[src/rtl/sse_frame_sequencer_if.sv]
// Handshake bundle between the SSE frame sequencer and its neighbours.
//   cmd_*        : host command byte (bit7 = camera source, bits[6:0] = SSE select)
//   cam_*        : camera pixel stream, cam_sync marks the first pixel of a frame
//   host_*       : host image FIFO pixels (first-word fall-through)
//   sse_select_* : SSE select register load
//   sse_in_*     : SSE image input
//   sse_out_fire : SSE output handshake, one per produced pixel
// Modport master is the sequencer side, slave is the environment side.
interface sse_frame_sequencer_if;
    localparam int unsigned PIX_W = 24;
    localparam int unsigned CMD_W = 8;

    logic             cmd_valid;
    logic             cmd_ready;
    logic [CMD_W-1:0] cmd_bits;
    logic             cam_valid;
    logic             cam_ready;
    logic [PIX_W-1:0] cam_bits;
    logic             cam_sync;
    logic             host_valid;
    logic             host_ready;
    logic [PIX_W-1:0] host_bits;
    logic             sse_select_valid;
    logic             sse_select_ready;
    logic [CMD_W-1:0] sse_select_bits;
    logic             sse_in_valid;
    logic             sse_in_ready;
    logic [PIX_W-1:0] sse_in_bits;
    logic             sse_out_fire;

    modport master (
        input  cmd_valid, cmd_bits,
        input  cam_valid, cam_bits, cam_sync,
        input  host_valid, host_bits,
        input  sse_select_ready, sse_in_ready, sse_out_fire,
        output cmd_ready, cam_ready, host_ready,
        output sse_select_valid, sse_select_bits,
        output sse_in_valid, sse_in_bits
    );

    modport slave (
        output cmd_valid, cmd_bits,
        output cam_valid, cam_bits, cam_sync,
        output host_valid, host_bits,
        output sse_select_ready, sse_in_ready, sse_out_fire,
        input  cmd_ready, cam_ready, host_ready,
        input  sse_select_valid, sse_select_bits,
        input  sse_in_valid, sse_in_bits
    );
endinterface

[src/rtl/sse_frame_sequencer.sv]
// Frame-level controller for the ScaleSpaceExtrema datapath.
// Accepts one command byte, loads the SSE select register, chooses camera or
// host pixels, forwards exactly one frame into SSE, counts output pixels and
// flags end-of-frame for the host read channel.
// Ports:
//   clk, reset_n : bus clock, asynchronous active-low reset
//   abort        : synchronous return to IDLE
//   bus          : command / camera / host / SSE handshakes (master side)
//   busy         : state is not IDLE
//   frame_done   : one-cycle pulse when the frame completes
//   out_eof      : end-of-frame level for the host read channel
module sse_frame_sequencer #(
    parameter int unsigned IMG_W = 640,
    parameter int unsigned IMG_H = 480,
    parameter int unsigned CNT_W = 19
) (
    input  logic                  clk,
    input  logic                  reset_n,
    input  logic                  abort,
    sse_frame_sequencer_if.master bus,
    output logic                  busy,
    output logic                  frame_done,
    output logic                  out_eof
);
    localparam int unsigned FRAME_PIX = IMG_W * IMG_H;
    localparam logic [CNT_W-1:0] LAST_PIX = CNT_W'(FRAME_PIX - 1);
    localparam logic [CNT_W-1:0] FULL_PIX = CNT_W'(FRAME_PIX);

    typedef enum logic [2:0] {
        S_IDLE, S_SELECT, S_SYNC, S_STREAM, S_DRAIN, S_DONE
    } state_t;

    state_t           state_q, state_d;
    logic             src_q, src_d;
    logic [6:0]       sel_q, sel_d;
    logic [CNT_W-1:0] in_cnt_q, in_cnt_d;
    logic [CNT_W-1:0] out_cnt_q, out_cnt_d;
    logic             out_eof_q, out_eof_d;
    logic             in_valid_c;
    logic             in_fire_c;
    logic             out_full_c;
    logic             cam_sync_c;

    // State and datapath registers
    always_ff @(posedge clk or negedge reset_n) begin
        if (!reset_n) begin
            state_q   <= S_IDLE;
            src_q     <= 1'b0;
            sel_q     <= '0;
            in_cnt_q  <= '0;
            out_cnt_q <= '0;
            out_eof_q <= 1'b0;
        end else begin
            state_q   <= state_d;
            src_q     <= src_d;
            sel_q     <= sel_d;
            in_cnt_q  <= in_cnt_d;
            out_cnt_q <= out_cnt_d;
            out_eof_q <= out_eof_d;
        end
    end

    // Next state, counters, control decode and pixel mux
    always_comb begin
        state_d   = state_q;
        src_d     = src_q;
        sel_d     = sel_q;
        in_cnt_d  = in_cnt_q;
        out_cnt_d = out_cnt_q;
        out_eof_d = out_eof_q;

        bus.cmd_ready        = (state_q == S_IDLE);
        bus.sse_select_valid = (state_q == S_SELECT);
        bus.sse_select_bits  = {1'b0, sel_q};
        bus.sse_in_valid     = 1'b0;
        bus.sse_in_bits      = '0;
        bus.cam_ready        = 1'b0;
        bus.host_ready       = 1'b0;
        busy                 = (state_q != S_IDLE);
        frame_done           = (state_q == S_DONE);
        out_eof              = out_eof_q;

        in_valid_c = 1'b0;
        in_fire_c  = 1'b0;
        cam_sync_c = bus.cam_valid & bus.cam_sync;
        // Output count is complete now or completes with this cycle's fire
        out_full_c = (out_cnt_q == FULL_PIX) ||
                     ((out_cnt_q == LAST_PIX) && bus.sse_out_fire);

        // Output pixels only count while the frame is in flight
        if ((state_q == S_STREAM || state_q == S_DRAIN) &&
            bus.sse_out_fire && (out_cnt_q != FULL_PIX)) begin
            out_cnt_d = out_cnt_q + CNT_W'(1);
        end

        case (state_q)
            S_IDLE: begin
                if (bus.cmd_valid) begin
                    src_d     = bus.cmd_bits[7];
                    sel_d     = bus.cmd_bits[6:0];
                    out_eof_d = 1'b0;
                    in_cnt_d  = '0;
                    out_cnt_d = '0;
                    state_d   = S_SELECT;
                end
            end
            S_SELECT: begin
                if (bus.sse_select_ready) begin
                    state_d = src_q ? S_SYNC : S_STREAM;
                end
            end
            S_SYNC: begin
                // Drop unsynchronised pixels; the sync pixel stays for STREAM
                bus.cam_ready = !cam_sync_c;
                if (cam_sync_c) begin
                    state_d = S_STREAM;
                end
            end
            S_STREAM: begin
                if (src_q) begin
                    in_valid_c      = bus.cam_valid;
                    bus.sse_in_bits = bus.cam_bits;
                    bus.cam_ready   = bus.sse_in_ready;
                end else begin
                    in_valid_c      = bus.host_valid;
                    bus.sse_in_bits = bus.host_bits;
                    bus.host_ready  = bus.sse_in_ready;
                end
                bus.sse_in_valid = in_valid_c;
                in_fire_c        = in_valid_c & bus.sse_in_ready;
                if (in_fire_c) begin
                    in_cnt_d = in_cnt_q + CNT_W'(1);
                    if (in_cnt_q == LAST_PIX) begin
                        state_d = out_full_c ? S_DONE : S_DRAIN;
                    end
                end
            end
            S_DRAIN: begin
                if (out_full_c) begin
                    state_d = S_DONE;
                end
            end
            S_DONE: begin
                out_eof_d = 1'b1;
                state_d   = S_IDLE;
            end
            default: begin
                state_d = S_IDLE;
            end
        endcase

        // Abort wins over every transition; bus handshakes this cycle are not counted
        if (abort) begin
            state_d   = S_IDLE;
            src_d     = src_q;
            sel_d     = sel_q;
            in_cnt_d  = '0;
            out_cnt_d = '0;
            out_eof_d = 1'b0;
        end
    end
endmodule

[src/flat_wrapper.sv]
// flat-port wrapper written by rule: the top's interface ports become plain ports
module sse_frame_sequencer_flat 
#(
    parameter int unsigned IMG_W = 640,
    parameter int unsigned IMG_H = 480,
    parameter int unsigned CNT_W = 19
)
  (clk, reset_n, abort, busy, frame_done, out_eof, bus_cmd_valid, bus_cmd_bits, bus_cam_valid, bus_cam_bits, bus_cam_sync, bus_host_valid, bus_host_bits, bus_sse_select_ready, bus_sse_in_ready, bus_sse_out_fire, bus_cmd_ready, bus_cam_ready, bus_host_ready, bus_sse_select_valid, bus_sse_select_bits, bus_sse_in_valid, bus_sse_in_bits);
  sse_frame_sequencer_if bus_i ();
  input  logic clk;
  input  logic reset_n;
  input  logic abort;
  output logic busy;
  output logic frame_done;
  output logic out_eof;
  input wire logic [$bits(bus_i.cmd_valid)-1:0] bus_cmd_valid;
  input wire logic [$bits(bus_i.cmd_bits)-1:0] bus_cmd_bits;
  input wire logic [$bits(bus_i.cam_valid)-1:0] bus_cam_valid;
  input wire logic [$bits(bus_i.cam_bits)-1:0] bus_cam_bits;
  input wire logic [$bits(bus_i.cam_sync)-1:0] bus_cam_sync;
  input wire logic [$bits(bus_i.host_valid)-1:0] bus_host_valid;
  input wire logic [$bits(bus_i.host_bits)-1:0] bus_host_bits;
  input wire logic [$bits(bus_i.sse_select_ready)-1:0] bus_sse_select_ready;
  input wire logic [$bits(bus_i.sse_in_ready)-1:0] bus_sse_in_ready;
  input wire logic [$bits(bus_i.sse_out_fire)-1:0] bus_sse_out_fire;
  output wire logic [$bits(bus_i.cmd_ready)-1:0] bus_cmd_ready;
  output wire logic [$bits(bus_i.cam_ready)-1:0] bus_cam_ready;
  output wire logic [$bits(bus_i.host_ready)-1:0] bus_host_ready;
  output wire logic [$bits(bus_i.sse_select_valid)-1:0] bus_sse_select_valid;
  output wire logic [$bits(bus_i.sse_select_bits)-1:0] bus_sse_select_bits;
  output wire logic [$bits(bus_i.sse_in_valid)-1:0] bus_sse_in_valid;
  output wire logic [$bits(bus_i.sse_in_bits)-1:0] bus_sse_in_bits;
  assign bus_i.cmd_valid = bus_cmd_valid;
  assign bus_i.cmd_bits = bus_cmd_bits;
  assign bus_i.cam_valid = bus_cam_valid;
  assign bus_i.cam_bits = bus_cam_bits;
  assign bus_i.cam_sync = bus_cam_sync;
  assign bus_i.host_valid = bus_host_valid;
  assign bus_i.host_bits = bus_host_bits;
  assign bus_i.sse_select_ready = bus_sse_select_ready;
  assign bus_i.sse_in_ready = bus_sse_in_ready;
  assign bus_i.sse_out_fire = bus_sse_out_fire;
  assign bus_cmd_ready = bus_i.cmd_ready;
  assign bus_cam_ready = bus_i.cam_ready;
  assign bus_host_ready = bus_i.host_ready;
  assign bus_sse_select_valid = bus_i.sse_select_valid;
  assign bus_sse_select_bits = bus_i.sse_select_bits;
  assign bus_sse_in_valid = bus_i.sse_in_valid;
  assign bus_sse_in_bits = bus_i.sse_in_bits;
  sse_frame_sequencer #(.IMG_W(IMG_W), .IMG_H(IMG_H), .CNT_W(CNT_W)) u_core (.clk(clk), .reset_n(reset_n), .abort(abort), .bus(bus_i), .busy(busy), .frame_done(frame_done), .out_eof(out_eof));
endmodule
[config.mk]
export PLATFORM = sky130hd
export DESIGN_NAME = sse_frame_sequencer_flat
export DESIGN_NICKNAME = d
export VERILOG_FILES = /design/src/rtl/sse_frame_sequencer_if.sv /design/src/rtl/sse_frame_sequencer.sv /design/src/flat_wrapper.sv
export SDC_FILE = /design/constraint.sdc
export NUM_CORES = 1
export LEC_CHECK = 0
export ABC_AREA = 1
export BUFFER_PORTS_ARGS = -buffer_cell sky130_fd_sc_hd__buf_2
export CAP_MARGIN = 40
export CORE_UTILIZATION = 57
export DETAILED_ROUTE_END_ITERATION = 12
export PLACE_DENSITY = 0.86
export SLEW_MARGIN = 15
export SYNTH_ARGS = -nofsm -noshare
export SYNTH_HDL_FRONTEND = slang
export SYNTH_SLANG_ARGS = --single-unit
[constraint.sdc]
create_clock -name clk -period 3.34 [get_ports clk]
set_clock_uncertainty 0.15 [all_clocks]
set_input_delay 0.334 -clock clk [delete_from_list [all_inputs] [get_ports clk]]
set_output_delay 0.334 -clock clk [all_outputs]
set_load 0.03 [all_outputs]
# --- After elaboration in Yosys (flattened, before gate mapping) ---
# Index checks and enable logic that the tools add are counted.
classes:
  mux: 30
  reduce_logical: 14
  bitwise_logic: 3
  n_eq_ne: 15
  add_sub_neg: 2
ops:
  columns: ["operator", "count"]
  rows:
  - ["19-bit 2-to-1 mux", 7]
  - ["19-bit == test (second input constant)", 3]
  - ["24-bit 2-to-1 mux", 2]
  - ["19-bit by 1-bit adder with 19-bit output (second input constant)", 2]
  - ["19-bit case mux with 2 select lines", 1]
  - ["3-bit 2-to-1 mux", 7]
  - ["19-bit != test (second input constant)", 1]
  - ["3-bit case mux with 5 select lines", 1]
  - ["3-bit != test (second input constant)", 4]
  - ["1-bit 2-to-1 mux", 10]
  - ["3-bit nonzero test", 3]
  - ["3-bit by 2-bit == test with 1-bit output (second input constant)", 2]
  - ["3-bit == test (second input constant)", 2]
  - ["3-bit by 2-bit != test with 1-bit output (second input constant)", 2]
  - ["3-bit AND reduction", 2]
  - ["6-bit AND reduction", 1]
  - ["1-bit case mux with 2 select lines", 2]
  - ["3-bit by 1-bit == test with 1-bit output (second input constant)", 1]
  - ["1-bit logical AND", 3]
  - ["3-bit logical NOT", 1]
  - ["1-bit bitwise AND", 2]
  - ["1-bit logical OR", 2]
  - ["2-bit AND reduction", 1]
  - ["1-bit logical NOT", 1]
  - ["1-bit NOT", 1]
word_totals:
  wordCells: 70
  register_bits: 50
  input_bits: 66

# --- Depth between registers and ports, before layout ---
# Gate-level depths: netlist of run 1.
logic_depth:
  word_depth: 8
  ltp_mapped: 13
  ltp_nobuf: 13

# --- Worst setup path after synthesis of run 1 ---
# No wires, ideal clock.
synth_timing:
  kind: "reg-to-output"
  start: "register u_core.src_q"
  end: "output bus_cam_ready"
  setup_slack_ns: 1.303
  t_required_ns: 2.856
  n_path_buf: 2
  path_stages_with_launch: 5
  arrival_ns: 1.553
  path_cell_list: "dfrtp_1 > buf_2 > inv_4 > clkbuf_1 > o31ai_1"
synth_via:
  elab_chain_len: 2
synth_rtl:
  columns: ["item", "line", "source"]
  rows:
  - ["from (decl)", "sse_frame_sequencer.sv:34", "logic src_q, src_d;"]
  - ["from (signal assigned)", "sse_frame_sequencer.sv:55", "src_q <= src_d;"]
  - ["1-bit 2-to-1 mux", "sse_frame_sequencer.sv:120", "if (src_q) begin"]
  - ["1-bit case mux with 2 select lines", "sse_frame_sequencer.sv:96", "case (state_q)"]
  - ["to (decl)", "flat_wrapper.sv:27", "output wire logic [$bits(bus_i.cam_ready)-1:0] bus_cam_ready;"]
# Every way passes these cells.

# --- Worst setup path after layout of run 1 ---
layout_timing:
  start: "register u_core.state_q[2]"
  end: "output bus_sse_in_bits[1]"
layout_via:
  elab_chain_len: 2
layout_rtl:
  columns: ["item", "line", "source"]
  rows:
  - ["from (decl)", "sse_frame_sequencer.sv:33", "state_t state_q, state_d;"]
  - ["from (signal assigned)", "sse_frame_sequencer.sv:54", "state_q <= state_d;"]
  - ["3-bit by 2-bit == test with 1-bit output", "sse_frame_sequencer.sv:96", null]
  - ["24-bit 2-to-1 mux", "sse_frame_sequencer.sv:96", null]
  - ["to (decl)", "flat_wrapper.sv:32", "output wire logic [$bits(bus_i.sse_in_bits)-1:0] bus_sse_in_bits;"]
# Every way passes these cells.

==> impl_metrics.py, run 1 <==
metrics = {
    "critical_path": {
        "end_kind": "output pin",
        "path_max_fanout": 25,
        "cp_data_arrival_time_ns": 2.02,
        "critPathLaunchType": "flop",
        "worstSetupPathType": "reg -> out",
        "critPathRequiredTime_ns": 2.86,
    },
    "timing": {
        "slew_violations": 0,
        "hold_viol_final": 0,
        "setup_viol": 0,
        "worstMarginPinSlew_ns": 0.669,
        "period_share_pct": 75.1,
        "setup_tns_ns": 0,
        "timing.fmax_ghz": 0.399,
        "slew_headroom_pct": 55.3,
        "rsz0062_at_grt": "no",
        "fin_crit_ns": 2.51,
    },
    "power_and_ir_drop": {
        "power_mw": 2.37,
        "power.switching_mw": 1.17,
        "p_sw_share_pct": 49.1,
        "p_seq_share_pct": 32.2,
        "p_clk_share_pct": 15.1,
        "ir_drop_mv": 0.426,
        "p_per_area_nw_per_um2": 536,
        "intPower_mw": 1.21,
        "p_leak_nw": 2.44,
        "combinationalPowerShare_pct": 52.7,
    },
    "logic_synthesis": {
        "synth_fp_nets": 640,
        "async_reset_ff_share_pct": 100,
        "synth_cells": 571,
        "synth.largest_area_cell": "dfrtp_1",
        "synth_ff_type": "dfrtp_1",
        "yosys_warnings": 0,
        "synth_seq_cells": 50,
        "synth.area.top_cells": "dfrtp_1 (33%), nand2_1 (20%), inv_1 (7.7%)",
        "avgSynthCellArea_sq_um": 6.62,
        "yosysTopAreaCellShare_pct": 33.1,
        "synth_cell_types": 43,
        "synth-edff-count": 0,
        "synth_area_sq_um": 3780,
        "ys_seq_area_share_pct": 33.1,
    },
    "layout": {
        "area_growth_syn_to_layout_pct": 17.1,
        "stdcell_count": 750,
        "layout_common_cells": "nand2_1 (199), buf_2 (104), inv_1 (78), nor2_1 (76), dfrtp_1 (50)",
        "final_common_cell": "nand2_1",
        "drive_above_1_share_pct": 23.8,
        "nNetsFinal": 741,
        "diodes": 0,
        "design_area_sq_um": 4430,
    },
    "run_status": {
        "status": "finished clean",
    },
    "route": {
        "drt_iter0_markers": 337,
        "wire_per_inst_microns": 12.7,
        "num_vias": 3936,
        "routed_wirelength_microns": 9490,
        "drtAntennaViolNets": 0,
        "drcViolationCount": 0,
        "vias_per_cell": 5.25,
        "firstDrtPassIters": 5,
    },
    "clock_tree": {
        "cts.htree.levels": 2,
        "clk_pin_slew_ns": 0.10,
        "cts_tree": "built",
        "clkLatencyLatePin_ns": 0.31,
        "post_cts_buffers": 0,
        "clk_path_buf_depth": 2,
        "tritoncts.num_buffers": 5,
        "root_buffer": "clkbuf_8",
        "cts_sinks": 50,
    },
    "placement": {
        "placed_area_sq_um": 4310,
        "placedCellCount": 740,
        "place_congestion": 0.921,
        "numPortBuffers": 104,
        "dpl.hpwl_microns": 7330,
    },
    "floorplan": {
        "fp.coreArea_sq_um": 6390,
        "ioPinCount": 106,
        "die_h_microns": 83.4,
        "initial_core_util_pct": 59.2,
        "rows": 29,
        "die_width_microns": 83.4,
        "die_area_sq_um": 6960,
    },
    "min_path": {
        "min_path_type": "in -> reg",
    },
    "global_routing": {
        "grt_pass1_wl_microns": 16400,
        "grt_remaining_overflow": 0,
        "grt_start_max_net_pins": 38,
        "first_global_vias": 3640,
        "grt_antenna_before_repair": 0,
        "grt_usage_pct": 28.6,
    },
    "flow_run": {
        "cap_violations": 0,
    },
}
layout make-up:
class,instances,area (sq um)
clock buffer,5,68.8
clock inverter,3,21.3
fill,556,1960
inverter,84,320
multi-input combinational,422,2090
sequential,50,1250
tap,77,96.3
timing repair buffer,109,573
worst paths after layout:
kind                                          startpoint                             end  slack [ns]  depth (start not counted)
max reg2reg                     u_core.src_q$_DFFE_PN0P_  u_core.in_cnt_q[7]$_DFFE_PN0P_        1.00                         10
min                                      bus_cmd_bits[4]     u_core.sel_q[4]$_DFFE_PN0P_         0.1                          2
min in group asynchronous                        reset_n   u_core.out_cnt_q[3]$_DFF_PN0_        0.21                          2
min reg2reg                   u_core.out_eof$_DFFE_PN0P_      u_core.out_eof$_DFFE_PN0P_        0.35                          1
max                        u_core.state_q[2]$_DFFE_PN0P_              bus_sse_in_bits[1]        0.83                          6
max in group asynchronous                        reset_n  u_core.in_cnt_q[2]$_DFFE_PN0P_        2.20                          4
sequential cells by signal, indices dropped and copies added (netlist names):
name              cells
u_core.in_cnt_q      19
u_core.out_cnt_q     19
u_core.sel_q          7
u_core.state_q        3
u_core.out_eof        1
u_core.src_q          1
power by group through the flow:
| stage | Combinational (mW) | Sequential, mW | Clock [mW] |
|---|---|---|---|
| final | 1.25 | 0.764 | 0.359 |
| after global routing | 1.39 | 0.776 | 0.392 |
| after CTS | 1.25 | 0.763 | 0.369 |
| after detailed placement | 1.25 | 0.775 | 0 |
| after global placement | 1.22 | 0.769 | 0 |
| after floorplan | 0.909 | 0.838 | 0 |
worst max-delay path, stage by stage (launching register included):
cell and delay, ns:
dfrtp_1 0.42, inv_2 0.13, nand3_4 0.19, inv_1 0.56, nand2_1 0.12, inv_1 0.11, buf_2 0.20
cells in the mapped netlist (all sizes together), types with 3 or more instances:
cell type,count
inv,84
o21ai,14
nand4,12
nor3,13
mux2,7
nand3,35
xor2,5
a21boi,3
buf,9
a21oi,22
clkbuf,6
a211oi,3
nand2,206
ha,3
nor2,84
o211ai,3
xnor2,4
dfrtp,50
repair_timing:
| action | CTS | global route |
|---|---|---|
| resized for setup | 0 | 0 |
| hold buffers | 1 | 0 |
| hold endpoints to repair | 36 | 0 |
per-stage QoR:
step / setup WS (ns) / hold slack [ns] / utilization, %
after CTS: 0.831 / 0.0958 / 69.0
after global routing: 0.649 / 0.0929 / 69.3
final: 0.831 / 0.0973 / 69.3
after floorplan: 1.30 / -0.112 / -
after detailed placement: 1.01 / 0.328 / 67.4
after global placement: 1.08 / 0.317 / 67.4
routing by layer:
layer | vias to the layer above | global-route usage (%) | routed length (microns)
li1 | 1971 | - | -
met1 | 1765 | 35.7 | 3940
met2 | 177 | 51.2 | 4630
met3 | 23 | 4.37 | 724
met4 | 0 | 8.32 | 201
met5 | - | 0 | 0
kinds of logic (layout without fill, tap and decap cells):
kind of cell / Yosys count / count (layout) / synth area share [%]
adder cells (fa/ha/maj): 3 / 3 / 0.993
multiplexers: 7 / 7 / 2.09
other: 1 / 1 / 0.0992
AO/OA/AOI/OAI: 51 / 51 / 8.51
flip-flops: 50 / 50 / 33.1
buffers and inverters: 99 / 201 / 11.5
AND/OR/NAND/NOR: 351 / 351 / 41.7
XOR/XNOR: 9 / 9 / 2.09
(Power assumes the default switching activity.)
==> inputs of run 2 (changes only) <==
- CORE_UTILIZATION: 57 -> 48
- PLACE_DENSITY: 0.86 -> 0.77
- clock period: 3.34 -> 2 ns (I/O delays scaled with it)
==> impl_metrics.py, run 2 (synthesis results as in run 1) <==
metrics = {
    "power_and_ir_drop": {
        "combinationalPowerShare_pct": 54.2,
        "p_per_area_nw_per_um2": 918,
        "power.switching_mw": 2.05,
        "p_sw_share_pct": 46.0,
        "ir_drop_mv": 0.660,
        "p_clk_share_pct": 17.3,
        "power_mw": 4.45,
        "intPower_mw": 2.40,
        "p_leak_nw": 2.63,
        "p_seq_share_pct": 28.6,
    },
    "timing": {
        "worstMarginPinSlew_ns": 0.663,
        "slew_headroom_pct": 55.8,
        "setup_viol": 0,
        "timing.fmax_ghz": 0.520,
        "period_share_pct": 96.2,
        "hold_viol_final": 0,
        "holdWs_ns": 0.0873,
        "fin_crit_ns": 1.92,
        "setup_tns_ns": 0,
        "slew_violations": 0,
        "fin_ws_ns": 0.0761,
    },
    "layout": {
        "final_common_cell": "nand2_1",
        "stdcell_count": 806,
        "diodes": 0,
        "reg.largest.list": "u_core.in_cnt_q x19, u_core.out_cnt_q x19, u_core.sel_q x7",
        "drive_above_1_share_pct": 27.4,
        "fin_util_pct": 65.0,
        "fillers": 651,
        "seq_area_sq_um": 1250,
        "layout_common_cells": "nand2_1 (199), buf_2 (101), inv_1 (77), nor2_1 (73), dfrtp_1 (48)",
        "multi_input_area_sq_um": 2120,
        "area_growth_syn_to_layout_pct": 28.1,
        "nNetsFinal": 775,
        "design_area_sq_um": 4840,
    },
    "clock_tree": {
        "clk_pin_slew_ns": 0.10,
        "clk_path_buf_depth": 2,
        "cts_sinks": 50,
        "tritoncts.num_buffers": 5,
        "cts_tree": "built",
        "clkLatencyLatePin_ns": 0.31,
        "root_buffer": "clkbuf_8",
        "cts.htree.levels": 2,
    },
    "floorplan": {
        "die_width_microns": 90.7,
        "fp.coreArea_sq_um": 7450,
        "rows": 31,
        "die_h_microns": 90.7,
        "ioPinCount": 106,
        "die_area_sq_um": 8230,
        "initial_core_util_pct": 50.7,
    },
    "route": {
        "vias_per_cell": 5.00,
        "wire_per_inst_microns": 12.6,
        "drt_iter0_markers": 196,
        "drtAntennaViolNets": 0,
        "firstDrtPassIters": 5,
        "num_vias": 4034,
        "drcViolationCount": 0,
        "routed_wirelength_microns": 10100,
    },
    "global_routing": {
        "grt_remaining_overflow": 0,
        "grt_pass1_wl_microns": 16600,
        "grt_antenna_before_repair": 0,
        "grt_usage_pct": 24.6,
        "grt_start_max_net_pins": 29,
        "first_global_vias": 3778,
    },
    "critical_path": {
        "critPathRequiredTime_ns": 2.03,
        "critPathLaunchType": "flop",
        "end_kind": "flop",
        "worstSetupPathType": "reg -> reg",
        "cp_data_arrival_time_ns": 1.95,
        "path_max_fanout": 14,
    },
    "placement": {
        "placed_area_sq_um": 4500,
        "numPortBuffers": 104,
        "dpl.hpwl_microns": 7720,
        "placedCellCount": 780,
        "place_congestion": 0.987,
        "place_ws_ns": 0.0405,
    },
    "flow_run": {
        "cap_violations": 0,
    },
    "run_status": {
        "status": "finished clean",
    },
    "min_path": {
        "min_path_type": "in -> reg",
    },
}
[run 2: path summary, 6_finish.rpt]
path | from | to | slack [ns] | depth (start not counted)
max in group asynchronous | reset_n | u_core.in_cnt_q[3]$_DFFE_PN0P_ | 0.77 | 3
max | u_core.state_q[2]$_DFFE_PN0P_ | u_core.in_cnt_q[15]$_DFFE_PN0P_ | 0.08 | 10
max reg2reg | u_core.state_q[2]$_DFFE_PN0P_ | u_core.in_cnt_q[15]$_DFFE_PN0P_ | 0.08 | 10
min | abort | u_core.out_cnt_q[15]$_DFF_PN0_ | 0.09 | 3
min in group asynchronous | reset_n | u_core.out_cnt_q[14]$_DFF_PN0_ | 0.31 | 2
min reg2reg | u_core.out_eof$_DFFE_PN0P_ | u_core.out_eof$_DFFE_PN0P_ | 0.34 | 1
[run 2: layout make-up]
type / instances / area share (%)
Clock inverter: 2 / 0.801
Clock buffer: 6 / 1.71
Tap cell: 99 / 2.56
Inverter: 84 / 6.72
Timing Repair Buffer: 143 / 18.4
Sequential cell: 50 / 25.9
Multi-Input combinational cell: 422 / 43.9
[run 2: power groups by stage]
stage / registers, mW / logic, mW / clock network, mW
finish: 1.27 / 2.41 / 0.768
floorplan: 1.40 / 1.52 / 0
CTS: 1.26 / 2.26 / 0.784
global placement: 1.27 / 2.18 / 0
detailed placement: 1.28 / 2.23 / 0
global route: 1.29 / 2.63 / 0.822
[run 2: what timing repair did]
item                                   CTS  global route
setup buffers                            2             6
endpoints found under the hold margin   34             0
hold buffers                             9             0
gates resized for setup                  1            16
setup endpoints to repair               24            50
cloned                                   0             1
pin swaps                                0             4
[run 2: worst max-delay path, cell delays in order, from the launching register on]
cell and delay, ns:
dfrtp_1 0.44, inv_2 0.12, nand3_4 0.13, buf_4 0.19, nor2_8 0.09, buf_4 0.21, a21oi_1 0.09, nand2_1 0.10
inv_1 0.06, nand3_1 0.09, o21ai_0 0.11
[run 2: per-layer routing]
metal,up-vias,global-route usage [%],wire [microns]
li1,2039,-,-
met1,1840,30.3,4360
met2,143,43.9,5030
met3,12,4.63,654
met4,0,5.78,105
met5,-,0,0
